<file path="src/rtl/spike_volley_encoder.sv">
// Race-logic spike volley transmitter: latches one vector of spike times, replays it over one gamma cycle.
// Optional build macro SPIKE_ENCODE_INTENSITY_EN: fields are intensities converted to spike times at transfer.
module spike_volley_encoder #(
  parameter int NUM_INPUTS = 16,
  parameter int T_PERIOD   = 8,
  parameter int GAMMA_LEN  = 16,
  parameter int TIME_W     = 5
) (
  input  logic                         clk,
  input  logic                         rst,
  input  logic                         in_valid,
  output logic                         in_ready,
  input  logic [NUM_INPUTS*TIME_W-1:0] spike_times,
  output logic [TIME_W-1:0]            time_val,
  output logic [NUM_INPUTS-1:0]        spike_volley,
  output logic                         volley_valid,
  output logic                         gamma_done
);

  localparam logic [TIME_W-1:0] T_LIMIT = TIME_W'(T_PERIOD);
  localparam logic [TIME_W-1:0] T_LAST  = TIME_W'(GAMMA_LEN - 1);

  typedef enum logic [1:0] {IDLE, RUN, DONE} state_t;

  state_t                  state_reg;
  logic                    take;
  logic [TIME_W-1:0]       next_time;
  logic [NUM_INPUTS-1:0]   first_hits;
  logic [NUM_INPUTS-1:0]   next_hits;

  assign take      = (state_reg == IDLE) && in_ready && in_valid;
  assign next_time = time_val + TIME_W'(1);

  genvar gi;
  generate
    for (gi = 0; gi < NUM_INPUTS; gi++) begin : g_lane
      logic [TIME_W-1:0] field;
      logic [TIME_W-1:0] enc_time;
      logic [TIME_W-1:0] time_reg;

      assign field = spike_times[gi*TIME_W +: TIME_W];

`ifdef SPIKE_ENCODE_INTENSITY_EN
      localparam logic [TIME_W-1:0] T_EARLIEST = T_LIMIT - TIME_W'(1);
      // Brighter inputs fire earlier; zero intensity maps to the no-spike code.
      always_comb begin
        if (field == '0) begin
          enc_time = T_LIMIT;
        end else if (field < T_LIMIT) begin
          enc_time = T_EARLIEST - field;
        end else begin
          enc_time = '0;
        end
      end
`else
      assign enc_time = field;
`endif

      always_ff @(posedge clk) begin
        if (rst) begin
          time_reg <= '1;
        end else if (take) begin
          time_reg <= enc_time;
        end
      end

      // Volley bits are precomputed for the time step the register will present next.
      assign first_hits[gi] = (enc_time == '0);
      assign next_hits[gi]  = (time_reg == next_time) && (time_reg < T_LIMIT);
    end
  endgenerate

  always_ff @(posedge clk) begin
    if (rst) begin
      state_reg    <= IDLE;
      in_ready     <= 1'b0;
      time_val     <= '0;
      spike_volley <= '0;
      volley_valid <= 1'b0;
      gamma_done   <= 1'b0;
    end else begin
      case (state_reg)
        IDLE: begin
          gamma_done <= 1'b0;
          if (take) begin
            state_reg    <= RUN;
            in_ready     <= 1'b0;
            time_val     <= '0;
            volley_valid <= 1'b1;
            spike_volley <= first_hits;
          end else begin
            in_ready <= 1'b1;
          end
        end
        RUN: begin
          if (time_val == T_LAST) begin
            state_reg    <= DONE;
            gamma_done   <= 1'b1;
            volley_valid <= 1'b0;
            spike_volley <= '0;
            time_val     <= '0;
          end else begin
            time_val     <= next_time;
            spike_volley <= next_hits;
          end
        end
        DONE: begin
          state_reg  <= IDLE;
          gamma_done <= 1'b0;
          in_ready   <= 1'b1;
        end
        default: begin
          state_reg <= IDLE;
        end
      endcase
    end
  end

endmodule

</file>
<file path="config.mk">
export PLATFORM = sky130hd
export DESIGN_NAME = spike_volley_encoder
export DESIGN_NICKNAME = d
export VERILOG_FILES = /design/src/rtl/spike_volley_encoder.sv
export SDC_FILE = /design/constraint.sdc
export NUM_CORES = 1
export LEC_CHECK = 0
export ABC_AREA = 1
export CAP_MARGIN = 10
export CORE_MARGIN = 2
export CORE_UTILIZATION = 45
export DETAILED_ROUTE_END_ITERATION = 10
export HOLD_SLACK_MARGIN = 0.02
export PLACE_DENSITY = 0.78
export REMOVE_ABC_BUFFERS = 1
export SETUP_SLACK_MARGIN = 0.3
export SLEW_MARGIN = 20
export SYNTH_ARGS = -nofsm -noshare
export SYNTH_HDL_FRONTEND = slang
export SYNTH_SLANG_ARGS = --single-unit
export TNS_END_PERCENT = 30
</file>
<file path="constraint.sdc">
create_clock -name clk -period 1.9 [get_ports clk]
set_input_delay 0.38 -clock clk [delete_from_list [all_inputs] [get_ports clk]]
set_output_delay 0.38 -clock clk [all_outputs]
set_load 0.02 [all_outputs]
</file>
Yosys cells after proc, flatten, opt, wreduce, memory -nomap -nowiden. Index checks and enable logic that the tools add are counted.

Register bits: 106. Bits of input ports: 83. Logic and storage cells: 119.

Add/sub/neg operators: 1. Magnitude comparators: 16. Equality and inequality tests: 21. Muxes and demuxes: 16. Reduce and logical (&&, ||, !) cells: 43.

Operator list (count): equality test 5 bit (16); logical NOT 5 bit (16); less-than comparator 5 x 4 -> 1 bit (second input constant) (16); 2-to-1 mux 16 bit (2); one-hot mux 16 bit (2 select lines) (1); logical AND 1 bit (18); 2-to-1 mux 5 bit (2); one-hot mux 5 bit (2 select lines) (1); one-hot mux 1 bit (2 select lines) (3); AND reduction 2 bit (3); nonzero test 2 bit (3); adder 5 x 1 -> 5 bit (second input constant) (1); equality test 5 x 4 -> 1 bit (second input constant) (1); 2-to-1 mux 1 bit (4); 2-to-1 mux 2 bit (2); inequality test 2 bit (second input constant) (2); one-hot mux 2 bit (2 select lines) (1); AND reduction 3 bit (1); equality test 2 x 1 -> 1 bit (second input constant) (1); equality test 2 bit (second input constant) (1); logical NOT 2 bit (1); OR reduction 2 bit (1).

Longest topological paths before layout.
Word-level depth: 5. Depth in mapped cells: 12.

Least setup slack after synthesis. Ideal clock, no wire load.

Path type: reg2reg. Start point: reg time_val[1]. End point: reg spike_volley[10]. Library setup time: 119 ps. Arrival: 1989 ps. Required time: 1781 ps. Slack: -209 ps. Cell stages (with the launch flop): 12. Buffers on the path: 2. Period minus slack after synthesis: 2109 ps. Cells stage by stage: dfxtp_1 > ha_1 > nand2_4 > buf_2 > nor2_1 > ha_1 > inv_1 > nand3_1 > clkbuf_1 > nor2_1 > nand4_1 > a21oi_1.

Cells in the longest elaborated chain, start to end: 5.

Ends and longest elaborated chain: from (decl) (RTL line 14) `output logic [TIME_W-1:0] time_val,`; from (signal assigned) (RTL line 103) `time_val <= next_time;`; adder 5 x 1 -> 5 bit (RTL line 32) `assign next_time = time_val + TIME_W'(1);`; equality test 5 bit (RTL line 69) `assign next_hits[gi] = (time_reg == next_time) && (time_reg < T_LIMIT);`; logical AND 1 bit (RTL line 69); 2-to-1 mux 16 bit (*) (RTL line 96) `if (time_val == T_LAST) begin`; one-hot mux 16 bit (2 select lines) (*) (RTL line 82) `case (state_reg)`; to (signal assigned) (RTL line 90) `spike_volley <= first_hits;`; to (signal assigned) (RTL line 104) `spike_volley <= next_hits;`; to (decl) (RTL line 15) `output logic [NUM_INPUTS-1:0] spike_volley,`.

Every way passes the cells marked *; elsewhere a longest branch is shown, timed or not. A chain may end at the register's enable or synchronous reset.

Worst setup path in the final report.
Start point: reg spike_volley[8]. End point: out spike_volley[8].

No word-level cell between the ends.

==> metrics.txt <==
status complete, no violations; FP Rows 39; NetSw 1.57 mW; synth warn 0; nets@finish 943; synthesized cell area 0.00518 mm²; vias in the first global route 4924; first-pass detailed-route iteration total 6; RR Endpoint spike_volley[2]$_SDFFE_PP0P_; Clock transition at path regs 0.07 ns; PD cells 808 mW/mm²; FF-to-FF Start time_val[1]$_SDFFE_PP0P_; setup slack, reg-to-reg 0.30 ns; critical path, cell by cell clkdlybuf4s50_1; Die ar. 0.0124 mm²; antenna violations before repair 0; maximum fanout along the worst path 2; Setup crit start kind flop; leakage 3.33 nW; area grow syn2layout 31.7%; hold path depth 2; Initial Util 45.7%; dpl hpwl 9170 µm; cells after synthesis 760; reg2reg path depth 12; routability cong. 0.793; final critical-path required period 1.70 ns; Clock Power Share 34.1%; hold buffer count at CTS 0; pre-CTS setup slack 0.0611 ns; Worst path max stage delay 0.61 ns; Iter 0 DRT Violations 406; Seq pwr share 45.7%; worst hold-check path type reg -> reg; Async S/R FF share, synth 0%; clock skew 0.00692 ns; Most used DFF post-synth dfxtp_1; CTS max path bufs 2; Comb power frac 20.2%; WP buf/inv 1; DR vias/cell 5.14; first-pass GRT wire length 23600 µm; post-route insts no fill 1005; largest net degree at the start of global routing 56; post-synth cell types 25; Num CTS Buffers 9; worst setup margin 0.199 ns; stages on the worst setup path 1; Hold Vio Cnt, Final 0; Hold Path End volley_valid$_SDFFE_PP0P_; max_slew headroom 63.8%; Fill cells 1020; gr usage total 23.1%; Die Wd 111 µm; TNS Setup 0 ns; DR WL/cell 14.4 µm; Hold Crit Start volley_valid$_SDFFE_PP0P_; Cell Area, Placed 0.00636 mm²; Peak Freq 588 MHz; Ports 107; Post-synth EDFFs 0; Final Instance Area 0.00682 mm²; Clock Sinks 106; Max Slew Vio Count 0; Switching Fraction 28.5%; Seq/Total Area, Yosys 41.0%; Placed Instances 985; peak supply drop 411 µV; total congestion overflow 0; detailed-route via count 5169; CTS root buffer clkbuf_16; # diodes 0; fraction of layout cells with a size suffix above 1 8.00%; TritonCTS clock tree done; final setup fails 0; Largest register FFs 80; CORE AREA 0.0113 mm²; H-tree levels 3; CP top delay family buffers and inverters; Final Cycle Share 89.5%; Least-Margin Pin Slew 0.543 ns; WP data required 1.52 ns; ANT nets after route 0; #FFs+latches synth 106; Clk Latency, worst-skew pair 0.35 ns; total wire length 14400 µm; MaxCap Viol Count 0; Internal 3.94 mW; kind of critical path reg -> out; chip height 111 µm; crit path DAT 1.32 ns; Mean Syn Cell Area 6.81 µm²; crit path max-delay cell type clkdlybuf4s50_1; PortBufs 106; RSZ-0062 raised after global routing yes; Post-route DRC 0; CP Capture Type primary output
-- cells in the final DEF (no fill, tap or decap), types with 6 or more instances in the layout --
master and count:
nor2_1 44, o211ai_1 49, nand4_1 13, nor3_1 28, clkdlybuf4s50_1 96, buf_4 15
dfxtp_1 103, nand3_1 49, a21oi_1 44, o21ai_0 17, inv_1 80, clkbuf_16 9
nand2_1 248, nand2_4 6
-- final cells by class --
cell class	count	area, µm²	area share, %
repair buffers	130	1310	19.3
well taps	143	179	2.62
clock inverters	6	65.1	0.954
flip-flops and latches	106	2130	31.2
multi-input cells	524	2570	37.7
clock buffers	10	229	3.36
inverters	86	338	4.96
-- per-layer routing --
metal  global-route usage (%)  routed length [µm]  up-vias
li1                         -                   -     2644
met1                     31.1                6630     2320
met4                     7.90                 223        0
met3                     4.26                1050       18
met5                        0                   0        -
met2                     37.3                6550      187
-- synth_stat cells (3+ instances only) --
master / number / area [µm²]
buf_4: 7 / 52.6
xnor2_1: 5 / 43.8
nand4_1: 13 / 81.3
buf_6: 3 / 33.8
xor2_1: 5 / 43.8
a21oi_1: 44 / 220
dfxtp_1: 106 / 2120
nor3_1: 30 / 150
inv_1: 82 / 308
nor2_1: 49 / 184
clkbuf_1: 18 / 67.6
inv_2: 3 / 11.3
o211ai_1: 49 / 368
nand3_1: 50 / 250
nand2_1: 251 / 942
ha_1: 3 / 37.5
nand2_4: 5 / 56.3
buf_2: 14 / 70.1
o21ai_0: 17 / 85.1
-- power groups by stage --
stage               clock [mW]  sequential, mW  combinational (mW)
finish                    1.88            2.52                1.11
global route              1.98            2.53                1.23
CTS                       1.90            2.51                1.09
detailed placement           0            2.56                1.07
global placement             0            2.56                1.06
floorplan                    0            2.60               0.526
-- how the worst max path moves through the flow --
stage,from,to,slack (ns)
5_1_grt,spike_volley[13]$_SDFFE_PP0P_,spike_volley[13],0.19
2_1_floorplan,time_val[0]$_SDFFE_PP0P_,time_val[0]$_SDFFE_PP0P_,-0.68
6_report,spike_volley[8]$_SDFFE_PP0P_,spike_volley[8],0.20
3_3_place_gp,in_valid,g_lane[10].time_reg[1]$_SDFFE_PP1P_,0.09
4_1_cts,time_val[0]$_SDFFE_PP0P_,time_val[0],0.19
3_5_place_dp,in_valid,spike_volley[7]$_SDFFE_PP0P_,0.06
-- logic make-up after synthesis --
group           Yosys count  synth area share, %
simple gates            399                 32.4
buf+inv                 130                 10.9
compound gates          112                 13.3
flops                   106                 41.0
xor+xnor                 10                 1.69
fa+ha+maj                 3                0.725
-- through the flow --
step	hold slack, ns	total power [mW]	utilization, %
finish	0.474	5.51	60.2
global placement	0.455	3.61	56.2
floorplan	0.443	3.12	-
detailed placement	0.458	3.63	56.2
CTS	0.477	5.51	59.5
global route	0.495	5.74	60.2
-- what timing repair did --
| action | CTS | global route |
|---|---|---|
| setup endpoints to repair | 44 | 42 |
| pin swaps | 3 | 14 |
| gates resized for setup | 20 | 27 |
| buffers inserted | 1 | 2 |
| gates cloned | 1 | 0 |
No activity file was read; power rests on OpenSTA's default activity.
